==> src/rtl/hazard_ctrl_if.sv <==
// hazard_ctrl_if
//   Bundle of decode-stage request signals and hazard-control responses that
//   pass between the decode stage and the hazard controller.
//
//   Decode -> controller:
//     id_valid   decode holds a real instruction
//     id_rs      source register 1, id_rs_en says it is read
//     id_rt      source register 2, id_rt_en says it is read
//     id_rd      destination register, id_wr says it is written
//     id_halt    instruction is HALT
//     br_flush   execute resolved a taken branch/jump this cycle
//   Controller -> pipeline:
//     stall      hold PC and IF/ID
//     bubble     force NOP control into ID/EX
//     flush      squash IF/ID contents
//     halted     pipe drained after HALT (sticky)
//     busy_mask  one-hot OR of registers with a valid in-flight write
//
//   master: the side that drives the decode requests (pipeline / testbench)
//   slave:  the hazard controller
interface hazard_ctrl_if;
  logic       id_valid;
  logic [2:0] id_rs;
  logic       id_rs_en;
  logic [2:0] id_rt;
  logic       id_rt_en;
  logic [2:0] id_rd;
  logic       id_wr;
  logic       id_halt;
  logic       br_flush;
  logic       stall;
  logic       bubble;
  logic       flush;
  logic       halted;
  logic [7:0] busy_mask;

  modport master (
    output id_valid, id_rs, id_rs_en, id_rt, id_rt_en, id_rd, id_wr,
           id_halt, br_flush,
    input  stall, bubble, flush, halted, busy_mask
  );

  modport slave (
    input  id_valid, id_rs, id_rs_en, id_rt, id_rt_en, id_rd, id_wr,
           id_halt, br_flush,
    output stall, bubble, flush, halted, busy_mask
  );
endinterface

==> src/rtl/hazard_ctrl.sv <==
// hazard_ctrl
//   Pipeline hazard and sequencing controller for the five-stage core. Sits
//   beside decode and decides each cycle whether the decode instruction
//   issues, stalls or is squashed. Tracks in-flight register writes in a
//   shift-register scoreboard, raises a RAW stall against it, sequences
//   branch flushes from execute, and drains the pipe on HALT before raising
//   a sticky halted flag.
//
//   Parameters:
//     DEPTH      in-flight write stages tracked (ID/EX through WB)
//     BYPASS     1 = register file forwards the WB write, so the oldest
//                scoreboard entry is not a hazard
//     FLUSH_LEN  cycles flush stays asserted per taken branch/jump (1..7)
//
//   Ports:
//     clk   core clock
//     rst   synchronous, active-low reset
//     bus   hazard_ctrl_if.slave: decode requests in, stall/bubble/flush/
//           halted/busy_mask out
module hazard_ctrl #(
  parameter int DEPTH     = 3,
  parameter bit BYPASS    = 1'b1,
  parameter int FLUSH_LEN = 2
) (
  input logic          clk,
  input logic          rst,
  hazard_ctrl_if.slave bus
);

  // With write-back forwarding the oldest entry is already visible to the
  // register file read, so it is left out of the hazard compare.
  localparam int HAZ_N = BYPASS ? DEPTH - 1 : DEPTH;

  // The cycle br_flush is seen already counts as the first flush cycle, and
  // the FLUSH state's zero-count cycle is the last one, hence the -2.
  localparam logic [2:0] FLUSH_RELOAD = (FLUSH_LEN > 1) ? 3'(FLUSH_LEN - 2) : 3'd0;

  localparam logic [1:0] ST_RUN    = 2'd0;
  localparam logic [1:0] ST_FLUSH  = 2'd1;
  localparam logic [1:0] ST_DRAIN  = 2'd2;
  localparam logic [1:0] ST_HALTED = 2'd3;

  logic [1:0]       state_q, state_d;
  logic [2:0]       cnt_q, cnt_d;
  logic [DEPTH-1:0] sb_v_q, sb_v_d;
  logic [2:0]       sb_rd_q [DEPTH];
  logic [2:0]       sb_rd_d [DEPTH];

  logic       raw;
  logic       flush_w;
  logic       stall_w;
  logic       issue;
  logic       sb_empty;
  logic [7:0] busy_w;

  // RAW detect: decode reads a register that a not-yet-forwarded in-flight
  // instruction is going to write.
  always_comb begin
    raw = 1'b0;
    for (int k = 0; k < HAZ_N; k++) begin
      if (sb_v_q[k] &&
          ((bus.id_rs_en && (sb_rd_q[k] == bus.id_rs)) ||
           (bus.id_rt_en && (sb_rd_q[k] == bus.id_rt)))) begin
        raw = 1'b1;
      end
    end
    raw = raw & bus.id_valid;
  end

  assign sb_empty = ~|sb_v_q;
  assign flush_w  = bus.br_flush | (state_q == ST_FLUSH);

  // A taken branch outranks a RAW stall: the stalled instruction is on the
  // wrong path anyway. DRAIN and HALTED freeze the front end regardless.
  always_comb begin
    stall_w = 1'b0;
    case (state_q)
      ST_RUN:    stall_w = raw & ~flush_w;
      ST_FLUSH:  stall_w = 1'b0;
      ST_DRAIN:  stall_w = 1'b1;
      ST_HALTED: stall_w = 1'b1;
      default:   stall_w = 1'b0;
    endcase
  end

  assign issue = bus.id_valid & ~stall_w & ~flush_w & (state_q == ST_RUN);

  // Sequencing: flush window counting, HALT drain and the sticky halt.
  always_comb begin
    state_d = state_q;
    cnt_d   = cnt_q;
    case (state_q)
      ST_RUN: begin
        if (bus.br_flush) begin
          if (FLUSH_LEN > 1) begin
            state_d = ST_FLUSH;
            cnt_d   = FLUSH_RELOAD;
          end
        end else if (issue && bus.id_halt) begin
          state_d = ST_DRAIN;
        end
      end
      ST_FLUSH: begin
        if (bus.br_flush) begin
          cnt_d = FLUSH_RELOAD;
        end else if (cnt_q == 3'd0) begin
          state_d = ST_RUN;
        end else begin
          cnt_d = cnt_q - 3'd1;
        end
      end
      ST_DRAIN: begin
        // A branch resolving behind the HALT means the HALT was wrong-path.
        if (bus.br_flush) begin
          if (FLUSH_LEN > 1) begin
            state_d = ST_FLUSH;
            cnt_d   = FLUSH_RELOAD;
          end else begin
            state_d = ST_RUN;
          end
        end else if (sb_empty) begin
          state_d = ST_HALTED;
        end
      end
      ST_HALTED: begin
        state_d = ST_HALTED;
      end
      default: begin
        state_d = ST_RUN;
        cnt_d   = 3'd0;
      end
    endcase
  end

  // Scoreboard advances one stage per cycle; only an issuing instruction
  // can enter, so stalled or squashed decode contents never appear here.
  always_comb begin
    sb_v_d     = '0;
    sb_v_d[0]  = issue & bus.id_wr;
    sb_rd_d[0] = issue ? bus.id_rd : 3'd0;
    for (int k = 1; k < DEPTH; k++) begin
      sb_v_d[k]  = sb_v_q[k-1];
      sb_rd_d[k] = sb_rd_q[k-1];
    end
  end

  // busy_mask covers every entry, including the bypassed one.
  always_comb begin
    busy_w = 8'h00;
    for (int k = 0; k < DEPTH; k++) begin
      if (sb_v_q[k]) begin
        busy_w[sb_rd_q[k]] = 1'b1;
      end
    end
  end

  always_ff @(posedge clk) begin
    if (!rst) begin
      state_q <= ST_RUN;
      cnt_q   <= 3'd0;
      sb_v_q  <= '0;
      for (int k = 0; k < DEPTH; k++) begin
        sb_rd_q[k] <= 3'd0;
      end
    end else begin
      state_q <= state_d;
      cnt_q   <= cnt_d;
      sb_v_q  <= sb_v_d;
      for (int k = 0; k < DEPTH; k++) begin
        sb_rd_q[k] <= sb_rd_d[k];
      end
    end
  end

  assign bus.stall     = stall_w;
  assign bus.bubble    = stall_w | flush_w;
  assign bus.flush     = flush_w;
  assign bus.halted    = (state_q == ST_HALTED);
  assign bus.busy_mask = busy_w;

endmodule
==> src/flat_wrapper.sv <==
// flat-port wrapper written by rule: the top's interface ports become plain ports
module hazard_ctrl_flat 
#(
  parameter int DEPTH     = 3,
  parameter bit BYPASS    = 1'b1,
  parameter int FLUSH_LEN = 2
)
  (clk, rst, bus_id_valid, bus_id_rs, bus_id_rs_en, bus_id_rt, bus_id_rt_en, bus_id_rd, bus_id_wr, bus_id_halt, bus_br_flush, bus_stall, bus_bubble, bus_flush, bus_halted, bus_busy_mask);
  hazard_ctrl_if bus_i ();
  input logic clk;
  input logic rst;
  input wire logic [$bits(bus_i.id_valid)-1:0] bus_id_valid;
  input wire logic [$bits(bus_i.id_rs)-1:0] bus_id_rs;
  input wire logic [$bits(bus_i.id_rs_en)-1:0] bus_id_rs_en;
  input wire logic [$bits(bus_i.id_rt)-1:0] bus_id_rt;
  input wire logic [$bits(bus_i.id_rt_en)-1:0] bus_id_rt_en;
  input wire logic [$bits(bus_i.id_rd)-1:0] bus_id_rd;
  input wire logic [$bits(bus_i.id_wr)-1:0] bus_id_wr;
  input wire logic [$bits(bus_i.id_halt)-1:0] bus_id_halt;
  input wire logic [$bits(bus_i.br_flush)-1:0] bus_br_flush;
  output wire logic [$bits(bus_i.stall)-1:0] bus_stall;
  output wire logic [$bits(bus_i.bubble)-1:0] bus_bubble;
  output wire logic [$bits(bus_i.flush)-1:0] bus_flush;
  output wire logic [$bits(bus_i.halted)-1:0] bus_halted;
  output wire logic [$bits(bus_i.busy_mask)-1:0] bus_busy_mask;
  assign bus_i.id_valid = bus_id_valid;
  assign bus_i.id_rs = bus_id_rs;
  assign bus_i.id_rs_en = bus_id_rs_en;
  assign bus_i.id_rt = bus_id_rt;
  assign bus_i.id_rt_en = bus_id_rt_en;
  assign bus_i.id_rd = bus_id_rd;
  assign bus_i.id_wr = bus_id_wr;
  assign bus_i.id_halt = bus_id_halt;
  assign bus_i.br_flush = bus_br_flush;
  assign bus_stall = bus_i.stall;
  assign bus_bubble = bus_i.bubble;
  assign bus_flush = bus_i.flush;
  assign bus_halted = bus_i.halted;
  assign bus_busy_mask = bus_i.busy_mask;
  hazard_ctrl #(.DEPTH(DEPTH), .BYPASS(BYPASS), .FLUSH_LEN(FLUSH_LEN)) u_core (.clk(clk), .rst(rst), .bus(bus_i));
endmodule
==> config.mk <==
export PLATFORM = sky130hd
export DESIGN_NAME = hazard_ctrl_flat
export DESIGN_NICKNAME = d
export VERILOG_FILES = /design/src/rtl/hazard_ctrl_if.sv /design/src/rtl/hazard_ctrl.sv /design/src/flat_wrapper.sv
export SDC_FILE = /design/constraint.sdc
export NUM_CORES = 1
export LEC_CHECK = 0
export CORE_MARGIN = 3
export CORE_UTILIZATION = 50
export CTS_CLUSTER_SIZE = 40
export DETAILED_ROUTE_END_ITERATION = 8
export DONT_BUFFER_PORTS = 1
export GPL_TIMING_DRIVEN = 0
export PLACE_DENSITY = 0.75
export SYNTH_ARGS = -nofsm -noshare
export SYNTH_HDL_FRONTEND = slang
export SYNTH_SLANG_ARGS = --single-unit
==> constraint.sdc <==
create_clock -name clk -period 2.2 [get_ports clk]
set_input_delay 0.66 -clock clk [delete_from_list [all_inputs] [get_ports clk]]
set_output_delay 0.66 -clock clk [all_outputs]
set_load 0.005 [all_outputs]
# After elaboration in Yosys (flattened, before gate mapping)
# Memory sizes are Yosys's and may differ from the RTL's.
# Index checks and enable logic that the tools add are counted.
[op_classes]
addsub = 1
n_lt_le_gt_ge = 6
eq_ne = 13
muxes = 29
bitwise = 15
reduce_logical = 20
[op_table]
columns = ["cell", "n"]
rows = [
  ["two-way mux 8 bit", 3],
  ["two-way mux 3 bit", 7],
  ["bitwise OR 8 bit", 2],
  ["equality test 3 bit", 4],
  ["less-than comparator 3 x 4 -> 1 bit (second input constant)", 3],
  ["two-way mux 2 bit", 6],
  ["logical AND 1 bit", 10],
  ["demux 1 bit (select 3 bit)", 3],
  ["greater-or-equal comparator 3 x 1 -> 1 bit (second input constant)", 3],
  ["inequality test 3 bit (second input constant)", 3],
  ["case mux 2 bit (4 select lines)", 1],
  ["two-way mux 1 bit", 7],
  ["AND 1 bit", 6],
  ["case mux 3 bit (2 select lines)", 1],
  ["bitwise OR 1 bit", 5],
  ["equality test 2 bit (second input constant)", 2],
  ["inequality test 2 bit (second input constant)", 2],
  ["AND reduction 4 bit", 1],
  ["OR reduction 2 bit", 2],
  ["logical NOT 3 bit", 1],
  ["case mux 1 bit (3 select lines)", 1],
  ["AND reduction 3 bit", 1],
  ["OR reduction 3 bit", 1],
  ["subtractor 3 x 1 -> 3 bit (second input constant)", 1],
  ["6 further kinds", 8],
]
[totals]
regBits = 8
ram_bits = 9
in_bits = 17
output_inout_bits = 12
wordCells = 88
memories = 1
[mem_list]
columns = ["name", "words", "word_bits", "rd", "rd_ports_with_merged_regs", "wr", "line", "source"]
rows = [
  ["u_core.sb_rd_q", 3, 3, 3, 0, 3, "hazard_ctrl.sv:46", "logic [2:0] sb_rd_q [DEPTH];"],
]

# Depth between registers and ports, before layout
# Gate-level depths: netlist of run 1.
[logic_depth]
word_depth = 17
ltp_mapped = 7
mapped_depth_nobuf = 7

# Least setup slack after synthesis of run 1
# Ideal clock, no wire load.
[synth_path]
path_type = "input-to-output"
from = "in bus_id_rt[0]"
to = "out bus_bubble"
arrival_time_ps = 1479
required_ps = 1540
slack_ps = 61
stages = 5
path_buffers = 0
cell_sequence = "xnor2_1 -> nand4_1 -> nand2_1 -> a22o_4 -> a211o_1"
[synth_between]
elab_chain_cells = 10
elab_cells_between_ends = 14
cone_classes = "eq/ne: 2; mux: 3; bitwise: 3; reduce/logical: 6"
[synth_rtl]
columns = ["item", "line", "source"]
rows = [
  ["start, declared", "flat_wrapper.sv:15", "input wire logic [$bits(bus_i.id_rt)-1:0] bus_id_rt;"],
  ["equality test 3 bit", "hazard_ctrl.sv:63", "(bus.id_rt_en && (sb_rd_q[k] == bus.id_rt)))) begin"],
  ["logical AND 1 bit", "hazard_ctrl.sv:63", ""],
  ["logical OR 1 bit", "hazard_ctrl.sv:62", "((bus.id_rs_en && (sb_rd_q[k] == bus.id_rs)) ||"],
  ["logical AND 1 bit", "hazard_ctrl.sv:61", "if (sb_v_q[k] &&"],
  ["two-way mux 1 bit", "hazard_ctrl.sv:61", ""],
  ["two-way mux 1 bit *", "hazard_ctrl.sv:61", ""],
  ["AND 1 bit *", "hazard_ctrl.sv:67", "raw = raw & bus.id_valid;"],
  ["AND 1 bit *", "hazard_ctrl.sv:78", "ST_RUN: stall_w = raw & ~flush_w;"],
  ["case mux 1 bit (3 select lines) *", "hazard_ctrl.sv:77", "case (state_q)"],
  ["bitwise OR 1 bit *", "hazard_ctrl.sv:176", "assign bus.bubble = stall_w | flush_w;"],
  ["end, declared", "flat_wrapper.sv:22", "output wire logic [$bits(bus_i.bubble)-1:0] bus_bubble;"],
]
# Every way passes the cells marked *; elsewhere a longest branch is shown, timed or not.

==> results.ini, run 1 <==
[status]
status = completed

[routing]
drc = 0
drt_iter0_markers = 23
vias = 900
wirelength_microns = 2170
wl_per_cell_microns = 14.2
first_pass_iters = 4
ant_nets = 0
vias_per_cell = 5.88

[worst_hold_path]
worstHoldPathType = in2reg
hold_depth = 2
worstHoldStart = rst
hold_end = u_core.sb_rd_q[0][0]

[logic_synthesis]
synth.most_common_cell = dfxtp_1
ys_seq_elements = 17
synth_top_cells_by_count = 17 x dfxtp_1, 14 x xnor2_1, 12 x nand2_1
yosysUniqueCellTypes = 37
syn_avg_cell_area_sq_um = 8.46
yosys_most_used_dff = dfxtp_1
seq_area_frac_synth = 0.325
async_flop_share = 0
synth_edf_count = 0
synth_top_area_cell = dfxtp_1
syn_nets = 143
yosysWarnings = 0
syn-instance-count = 124
synth.area.top_cells = dfxtp_1 32%, xnor2_1 12%, and2_1 4.8%
syn_area_sq_um = 1050
synth_top_area_share = 0.325

[floorplanning]
ios = 29
dieArea_sq_um = 2680
row_count = 15
die_y_microns = 51.8
die_width_microns = 51.8
start_util = 0.564
core_area_sq_um = 1860

[pwr]
pwr-share-comb = 0.130
power_leakage_nw = 0.407
power_frac_seq = 0.583
irDropWorstVdd_mv = 0.377
p_per_area_nw_per_um2 = 504
switching_share = 0.249
power.internal_uw = 427
clkPwrFrac = 0.287
p_sw_uw = 141

[grt]
antenna_found_initial = 0
gr-total-overflow = 0
grt_pass1_vias = 872
grt_max_degree = 11
grt_pass1_wl_microns = 3650
grt_usage = 0.180

[place]
port_buffers = 0
placedCellCount = 149
place_area_sq_um = 1080
post-place-ws_ns = -0.00258
gp_congestion = 0.744
place_hpwl_microns = 1630

[sta]
post-route-min-period_ns = 2.19
worst_slew_pin_slew_ns = 0.514
final_max_slew_viol_count = 0
rsz0062_at_grt = true
fin_skew_ns = 0.00407
setup_violations = 0
max_slew_margin = 0.653
max_freq_ghz = 0.456
setup_tns_ns = 0
fin_ws_ns = 0.00839
hold_viol = 0
finalCritPeriodShare = 0.996

[critical_path]
cp-startpoint = u_core.sb_rd_q[0][3]
crit_path_end_kind = output pin
crit_fanout = 3
crit_type = reg2out
r2r-start = u_core.sb_rd_q[0][3]
worstSetupStartpointType = flip-flop
crit_arrival_ns = 1.53
r2r_cells = 7
reg2reg_slack_ns = 0.70
required_ns = 1.54

[final_layout]
diodes = 0
fill_cells = 163
instances_no_fill = 153
drive_above_1_share = 0.156
nets = 148
multiInputGateArea_sq_um = 649
regArea_sq_um = 349
final_area_sq_um = 1130
areaGrowthSynthToFinish_pct = 7.52

[clock_network]
clkTransAtPathRegs_ns = 0.09
ctsHtreeMaxLevel = 1
clock_tree.root_cell = clkbuf_4
clk_path_buf_depth = 2
cts_sinks = 17
cts_hold_buf = 0
clk_latency_ns = 0.29
cts_tree = done
numCtsBuffers = 3

[run]
cap_violations = 0

cells in the final DEF, fill, tap and decap left out, drive strengths merged, types with 2 or more instances in the layout:
| cell type | instances |
|---|---|
| inv | 6 |
| nor3 | 3 |
| xnor2 | 14 |
| nand2 | 12 |
| nor4 | 5 |
| a21o | 2 |
| nand4 | 6 |
| nand2b | 5 |
| and2 | 9 |
| ha | 2 |
| nor2 | 8 |
| o221ai | 2 |
| o311ai | 2 |
| clkbuf | 5 |
| nand4b | 4 |
| o21ai | 3 |
| dfxtp | 17 |
| nor3b | 4 |
| buf | 5 |
kinds of logic (layout without fill, tap and decap cells):
kind of cell             Yosys count  count (layout)  synth area share
AND/OR/NAND/NOR                   60              60             0.323
flip-flops                        17              17             0.325
XOR/XNOR                          14              14             0.117
buffers and inverters             12              16            0.0632
AO/OA/AOI/OAI                     19              19             0.148
adder cells (fa/ha/maj)            2               2            0.0239
registers in the layout, summed over array words and instances, names as in the netlist, named ones only:
name and flops:
u_core.state_q 1, u_core.sb_rd_q 9, u_core.cnt_q 3, u_core.sb_v_q 3
repair_timing:
action / 4_1_cts / 5_1_grt
setup buffers: 3 / 0
gates resized for setup: 5 / 3
pin swaps: 2 / 0
endpoints found under the setup margin: 1 / 3
power by group through the flow:
| stage | logic, mW | clock network (mW) | registers [mW] |
|---|---|---|---|
| after floorplan | 0.0663 | 0 | 0.332 |
| after global placement | 0.0741 | 0 | 0.334 |
| after detailed placement | 0.0769 | 0 | 0.334 |
| after CTS | 0.0741 | 0.167 | 0.330 |
| after global routing | 0.0840 | 0.182 | 0.333 |
| final | 0.0741 | 0.163 | 0.331 |
per-layer routing:
| layer | GRT usage | vias to the layer above | share of wire |
|---|---|---|---|
| met5 | 0 | - | 0 |
| met4 | 0.0917 | 0 | 0.020 |
| met3 | 0.0372 | 5 | 0.070 |
| met2 | 0.294 | 32 | 0.45 |
| met1 | 0.222 | 415 | 0.46 |
| li1 | - | 448 | - |
how the worst max path moves through the flow:
| stage | cells after the start | slack, ns | to |
|---|---|---|---|
| floorplan | 5 | 0.06 | bus_bubble |
| global placement | 5 | 0.02 | bus_bubble |
| detailed placement | 5 | -0.003 | bus_bubble |
| CTS | 6 | 0.0006 | bus_bubble |
| global route | 6 | -0.06 | bus_bubble |
| finish | 6 | 0.008 | bus_bubble |
cell type report:
type	instances	area share
Sequential cell	17	0.310
Inverter	6	0.0200
Tap cell	25	0.0277
Clock buffer	4	0.0233
Multi-Input combinational cell	95	0.576
Buffer	3	0.0233
Timing Repair Buffer	3	0.0200
through the flow:
step	hold WS (ns)	utilization	total power, mW
finish	0.476	0.607	0.568
global route	0.476	0.607	0.599
CTS	0.472	0.601	0.572
detailed placement	0.496	0.581	0.411
global placement	0.486	0.581	0.408
floorplan	0.476	-	0.398
critical path, stage by stage (launching register included):
cell	delay, ns
dfxtp_2	0.34
buf_6	0.12
xnor2_2	0.12
nand4_1	0.09
nand2_1	0.06
a22o_4	0.26
a211o_1	0.27
No activity file was read; power rests on OpenSTA's default activity.
==> run 2: changes to the inputs <==
CTS_CLUSTER_SIZE = 24   (was 40)
==> results of run 2 <==
Same layout as run 1: the final DEF is identical, and so are final timing and power.
